### config.mk
export PLATFORM = sky130hd
export DESIGN_NAME = mult_arbiter
export DESIGN_NICKNAME = d
export VERILOG_FILES = /design/src/rtl/mult_arbiter.sv
export SDC_FILE = /design/constraint.sdc
export NUM_CORES = 1
export LEC_CHECK = 0
export BUFFER_PORTS_ARGS = -buffer_cell sky130_fd_sc_hd__buf_2
export CORE_AREA = 2 2 183 185
export CTS_BUF_LIST = sky130_fd_sc_hd__clkbuf_4 sky130_fd_sc_hd__clkbuf_8
export CTS_CLUSTER_DIAMETER = 50
export CTS_CLUSTER_SIZE = 14
export DETAILED_ROUTE_END_ITERATION = 10
export DIE_AREA = 0 0 185 187
export PLACE_DENSITY = 0.49
export SYNTH_ARGS = -nofsm -noshare
export SYNTH_HDL_FRONTEND = slang
export SYNTH_SLANG_ARGS = --single-unit
### constraint.sdc
create_clock -name clock -period 2.7 [get_ports clock]
set_input_delay 0.27 -clock clock [delete_from_list [all_inputs] [get_ports clock]]
set_output_delay 0.27 -clock clock [all_outputs]
set_load 0.05 [all_outputs]
### src/rtl/mult_arbiter.sv
// Round-robin arbiter that shares one multi-cycle start/done multiplier among NUM_REQ requesters.
// One operation is in flight at a time: grant in IDLE, start pulse, wait for done, return product to owner.
module mult_arbiter #(
  parameter int NUM_REQ = 4,
  parameter int WIDTH   = 32
) (
  input  logic                       clock,
  input  logic                       reset,
  input  logic [NUM_REQ-1:0]         req_valid,
  input  logic [NUM_REQ*WIDTH-1:0]   req_mcand,
  input  logic [NUM_REQ*WIDTH-1:0]   req_mplier,
  input  logic [NUM_REQ-1:0]         req_cancel,
  output logic [NUM_REQ-1:0]         req_ready,
  output logic [NUM_REQ-1:0]         resp_valid,
  output logic [2*WIDTH-1:0]         resp_product,
  output logic                       mult_start,
  output logic [WIDTH-1:0]           mult_mcand,
  output logic [WIDTH-1:0]           mult_mplier,
  input  logic [2*WIDTH-1:0]         mult_product,
  input  logic                       mult_done,
  output logic                       busy
);

  localparam int PTR_W = $clog2(NUM_REQ);

  typedef enum logic [1:0] {IDLE, ISSUE, WAIT, RESP} state_t;

  state_t           state, state_nxt;
  logic [PTR_W-1:0] ptr;
  logic [PTR_W-1:0] owner;
  logic             drop;
  logic [PTR_W-1:0] grant_idx;
  logic             grant_found;
  logic [PTR_W:0]   cand;

  // Round-robin search: first valid requester at or after ptr, wrapping modulo NUM_REQ.
  always_comb begin
    // NOTE: every variable gets a default before any branch so no latch is inferred.
    grant_found = 1'b0;
    grant_idx   = '0;
    cand        = '0;
    for (int i = 0; i < NUM_REQ; i++) begin
      cand = {1'b0, ptr} + (PTR_W+1)'(i);
      if (cand >= (PTR_W+1)'(NUM_REQ))
        cand = cand - (PTR_W+1)'(NUM_REQ);
      if (!grant_found && req_valid[cand[PTR_W-1:0]]) begin
        grant_found = 1'b1;
        grant_idx   = cand[PTR_W-1:0];
      end
    end
  end

  always_ff @(posedge clock or negedge reset) begin
    // NOTE: sequential state uses non-blocking assignments so all flops update together at the edge.
    if (!reset) state <= IDLE;
    else        state <= state_nxt;
  end

  always_comb begin
    state_nxt = state;
    case (state)
      IDLE:    if (grant_found) state_nxt = ISSUE;
      ISSUE:   state_nxt = WAIT;
      WAIT:    if (mult_done) state_nxt = RESP;
      RESP:    state_nxt = IDLE;
      default: state_nxt = IDLE;
    endcase
  end

  // Grant is gated by reset so every output reads zero while reset is held.
  always_comb begin
    req_ready  = '0;
    resp_valid = '0;
    mult_start = 1'b0;
    busy       = 1'b0;
    case (state)
      IDLE:  if (reset && grant_found) req_ready[grant_idx] = 1'b1;
      ISSUE: begin
        mult_start = 1'b1;
        busy       = 1'b1;
      end
      WAIT:  busy = 1'b1;
      RESP: begin
        busy              = 1'b1;
        resp_valid[owner] = ~drop;
      end
      default: ;
    endcase
  end

  always_ff @(posedge clock or negedge reset) begin
    // NOTE: datapath registers are plain flops (not a memory), so they are reset to a known zero.
    if (!reset) begin
      ptr          <= '0;
      owner        <= '0;
      drop         <= 1'b0;
      mult_mcand   <= '0;
      mult_mplier  <= '0;
      resp_product <= '0;
    end else begin
      case (state)
        IDLE: if (grant_found) begin
          mult_mcand  <= req_mcand[grant_idx*WIDTH +: WIDTH];
          mult_mplier <= req_mplier[grant_idx*WIDTH +: WIDTH];
          owner       <= grant_idx;
          drop        <= 1'b0;
          ptr         <= (grant_idx == PTR_W'(NUM_REQ-1)) ? '0 : grant_idx + 1'b1;
        end
        ISSUE: if (req_cancel[owner]) drop <= 1'b1;
        WAIT: begin
          if (req_cancel[owner]) drop <= 1'b1;
          // The multiplier cannot be aborted, so the product is captured even when dropped.
          if (mult_done) resp_product <= mult_product;
        end
        default: ;
      endcase
    end
  end

endmodule

# == Word-level counts from Yosys, hierarchy flattened ==
# Index checks and enable logic that the tools add are counted.
# word_totals
n_memories,0
latchBits,0
input_bits,331
rom_bits,0
output_inout_bits,138
ff_bits,135
ram_bits,0
# op_classes
bitwise,2
shifts,2
order_cmp,12
n_reduce_logical,17
n_mux,38
n_eq_ne,7
multipliers,0
n_div,0
addsub,8
# op_table
cell,count
128-bit by 8-bit indexed part select with 32-bit output,2
2-bit 2-to-1 mux,11
2-bit by 3-bit < comparator with 1-bit output (second input constant),6
1-bit 2-to-1 mux,15
4-bit 2-to-1 mux,3
1-bit binary-select mux with 2-bit select,5
3-bit greater-or-equal comparator (second input constant),3
2-bit case mux with 4 select lines,1
2-bit by 1-bit subtractor with 2-bit output (second input constant),4
2-bit by 2-bit adder with 3-bit output (second input constant),2
2-bit == test (second input constant),3
1-bit logical AND,6
2-bit AND reduction,3
4-bit bitwise AND,1
1-bit demux with 2-bit select,2
2-bit by 1-bit greater-or-equal comparator with 1-bit output (second input constant),2
2-bit != test (second input constant),2
2-bit by 1-bit adder with 3-bit output (second input constant),1
2-bit by 3-bit greater-or-equal comparator with 1-bit output (second input constant),1
1-bit zero test,3
3-bit AND reduction,1
3-bit OR reduction,1
2-bit by 1-bit adder with 2-bit output (second input constant),1
2-bit by 1-bit == test with 1-bit output (second input constant),1
other kinds (6),6

# == Logic depth before layout (Yosys ltp) ==
# depth
ltp_word,20
depth_mapped,9

# == Worst setup path before layout ==
# Ideal clock, no wire load.
# synth_timing
path_type,register -> output
start,register state[0]
end,output port req_ready[2]
arrival_time_ns,2.770
path_slack_ns,-0.340
required_ns,2.430
n_path_buf,1
path_stages_with_launch,8
path_cell_list,dfrtp_1 -> inv_1 -> ha_1 -> inv_1 -> nor2_1 -> clkbuf_1 -> nand2_1 -> nor3b_1
# synth_via
elab_chain_cells,2
# synth_lines
item,line,rtl
"start, declared",28,"state_t state, state_nxt;"
"start signal, assigned",56,else state <= state_nxt;
2-bit zero test,76,case (state)
4-bit 2-to-1 mux,76,
"end, declared",13,"output logic [NUM_REQ-1:0] req_ready,"
# No other way between the ends.

# == Worst setup path after layout ==
# layout_timing
start,register state[1]
end,output port req_ready[3]
# The elaborated chain is that of the path after synthesis.

==> out/results.ini <==
[floorplan]
die_y_um=187
dieArea_um2=34600
io_pins=469
core_area_um2=32860
fp.dieW_um=185
fp-row-count=67
start_util=0.2136

[logic_synthesis]
synthesis.area_um2=7019
postSynthAreaPerCell_um2=10.07
synth_seq_area_share=0.4813
synth_top_area_cell=dfrtp_1
ys_types=39
ys_top_cells_by_area=dfrtp_1 (48%), mux2_2 (14%), nand2_1 (10%)
ys_warn_count=0
ys_ff_latch=135
async_flop_share=1.000
synth.most_common_cell=nand2_1
ys.flop_type=dfrtp_1
synthTopCellsByCount=nand2_1 (187), dfrtp_1 (135), nand3_1 (88)
synth_top_area_share=0.4813
synth_edf_count=0
synth_cells=697
synth_nets=1034

[timing]
slew_headroom=0.4781
drv_slew=0
setup_viol=0
rsz0062_at_grt=true
final.min_clock_period_ns=2.534
worstMarginPinSlew_ns=0.7828
whs_ns=0.05119
fmax_ghz=0.3947
hold_viol_final=0
fin_skew_ns=0.02096
final.setup.tns_ns=0
min_period_over_period=0.9384

[global_routing]
grt_pass1_vias=7174
grt_pass1_wl_um=39300
gr-total-overflow=0
grt_antenna_before_repair=2
grt_max_degree=136
grtUsageTotal=0.1474

[power_and_ir_drop]
p_comb_frac=0.614
power_density_nw_per_um2=1346
switching_power_mw=7.503
seqPwrFrac=0.262
p_int_mw=6.460
switching_share=0.5373
irDropWorstVdd_mv=0.6836
p_clk_frac=0.123
p_leak_nw=5.261

[final_layout]
layout.cells.non_filler=1615
utilization=0.3156
final_layout_size_suffix_gt1_frac=0.5249
nets=1491
syn2layout_area_growth_pct=47.74
fillers=3492
fin_area_um2=10370

[clock_tree]
cts_setup_buffers=0
ctsRootBufferMaster=clkbuf_8
clock_latency_ns=0.45
clk_pin_slew_ns=0.09
cts_max_path_buffers=2
clkSinkCount=135
cts_made_buffers=17
cts_tree=built
ctsHtreeMaxLevel=4

[worst_setup_path]
rr_worst_depth=6
r2r_end=mult_mcand[12]$_DFFE_PN0P_
timing_worst_setup_path_type=reg2out
crit_required_ns=2.43
cp.arrival_ns=2.26
rrSetupSlack_ns=0.51
crit_path_end_kind=output port
worstSetupStartpointType=register
reg2reg_from=ptr[1]$_DFFE_PN0P_
endpoint=req_ready[3]
crit_fanout=31
critPathLaunch=state[1]$_DFFE_PN0P_

[detailed_routing]
routed_wl_um=26300
drt-initial-drc-count=238
dr.pass1.iters=4
via_count=6949
routedWlPerCell_um=16.28
drc_errors=0
viasPerCell=4.303
ant_nets=0

[min_path]
hold_class=in2reg
hold_depth=2
holdCritStartpoint=mult_product[21]

[run]
cap_violations=0

[placed_design]
place_congestion=0.7956
dp_cells=1577
place_area_um2=9874
port_buffers=468
dp_hpwl_um=19990

[status]
outcome=complete, no violations

layout by cell type (no fill, tap or decap), types with 10 or more instances in the layout:
cell,synthesis,layout
buf_2,27,463
a22oi_1,20,20
dfrtp_1,135,135
nand2_1,187,185
mux2_2,85,85
nand3_1,88,88
o211a_1,44,44
o21ai_1,20,20
mux2i_1,21,21
clkbuf_8,0,17
buf_4,4,10
state kept, by name, indices dropped and copies added, names as in the netlist:
signal,flops
drop,1
mult_mcand,32
mult_mplier,32
owner,2
ptr,2
resp_product,64
state,2
layout make-up:
| type | instances | area, um^2 | area share |
|---|---|---|---|
| antenna | 1 | 2.502 | 0.0002413 |
| clock buffer | 18 | 241.5 | 0.02329 |
| inverter | 6 | 22.52 | 0.002172 |
| sequential | 135 | 3378 | 0.3258 |
| timing repair buffer | 490 | 2621 | 0.2528 |
| tap | 448 | 560.5 | 0.05405 |
| clock inverter | 13 | 145.1 | 0.01400 |
| multi-input combinational | 504 | 3398 | 0.3277 |
metrics by stage:
| step | worst slack (ns) | power (mW) |
|---|---|---|
| 2_1_floorplan | -0.2504 | 10.04 |
| 3_3_place_gp | 0.2957 | 12.28 |
| 3_5_place_dp | 0.2593 | 12.32 |
| 4_1_cts | -0.05312 | 14.15 |
| 5_1_grt | -0.01202 | 14.83 |
| 6_report | 0.1664 | 13.96 |
power groups by stage:
stage / Combinational, mW / Sequential [mW] / Clock [mW]
finish: 8.58 / 3.66 / 1.72
floorplan: 3.02 / 7.01 / 0
detailed placement: 8.64 / 3.68 / 0
CTS: 8.66 / 3.67 / 1.83
global placement: 8.61 / 3.67 / 0
global route: 9.12 / 3.79 / 1.92
logic make-up (layout without fill, tap and decap cells):
group | Yosys count | count (layout) | share of synthesized area
fa+ha+maj | 6 | 6 | 0.01069
other cells | 0 | 1 | 0
flops | 135 | 135 | 0.4813
compound gates | 96 | 96 | 0.1134
mux | 107 | 107 | 0.1695
buf+inv | 58 | 527 | 0.04135
simple gates | 295 | 295 | 0.1838
what timing repair did:
item	in CTS	in global routing
resized for setup	4	7
endpoints found under the hold margin	62	0
hold buffers	6	0
endpoints found under the setup margin	4	3
pin swaps	0	1
metal layers:
layer / up-vias / part of all wire / global-route usage / routed length [um]
met3: 39 / 0.082 / 0.04439 / 2167
li1: 3356 / - / - / -
met1: 3231 / 0.40 / 0.1640 / 10410
met4: 2 / 0.030 / 0.06074 / 776
met5: - / 0.00034 / 0 / 9
met2: 321 / 0.49 / 0.2600 / 12940
critical path, cell delays in order, from the launching register on:
cell and delay (ns):
dfrtp_1 0.41, inv_1 0.12, ha_1 0.27, inv_1 0.12, nor2_4 0.18, buf_6 0.28, and3_1 0.26, buf_12 0.16
how the worst min path moves through the flow:
stage                                              end
after floorplan                       drop$_DFFE_PN0P_
after global placement    resp_product[56]$_DFFE_PN0P_
after detailed placement            ptr[0]$_DFFE_PN0P_
after CTS                 resp_product[21]$_DFFE_PN0P_
after global routing      resp_product[53]$_DFFE_PN0P_
final                     resp_product[21]$_DFFE_PN0P_
Note: power is estimated with default switching activity, not from simulation.
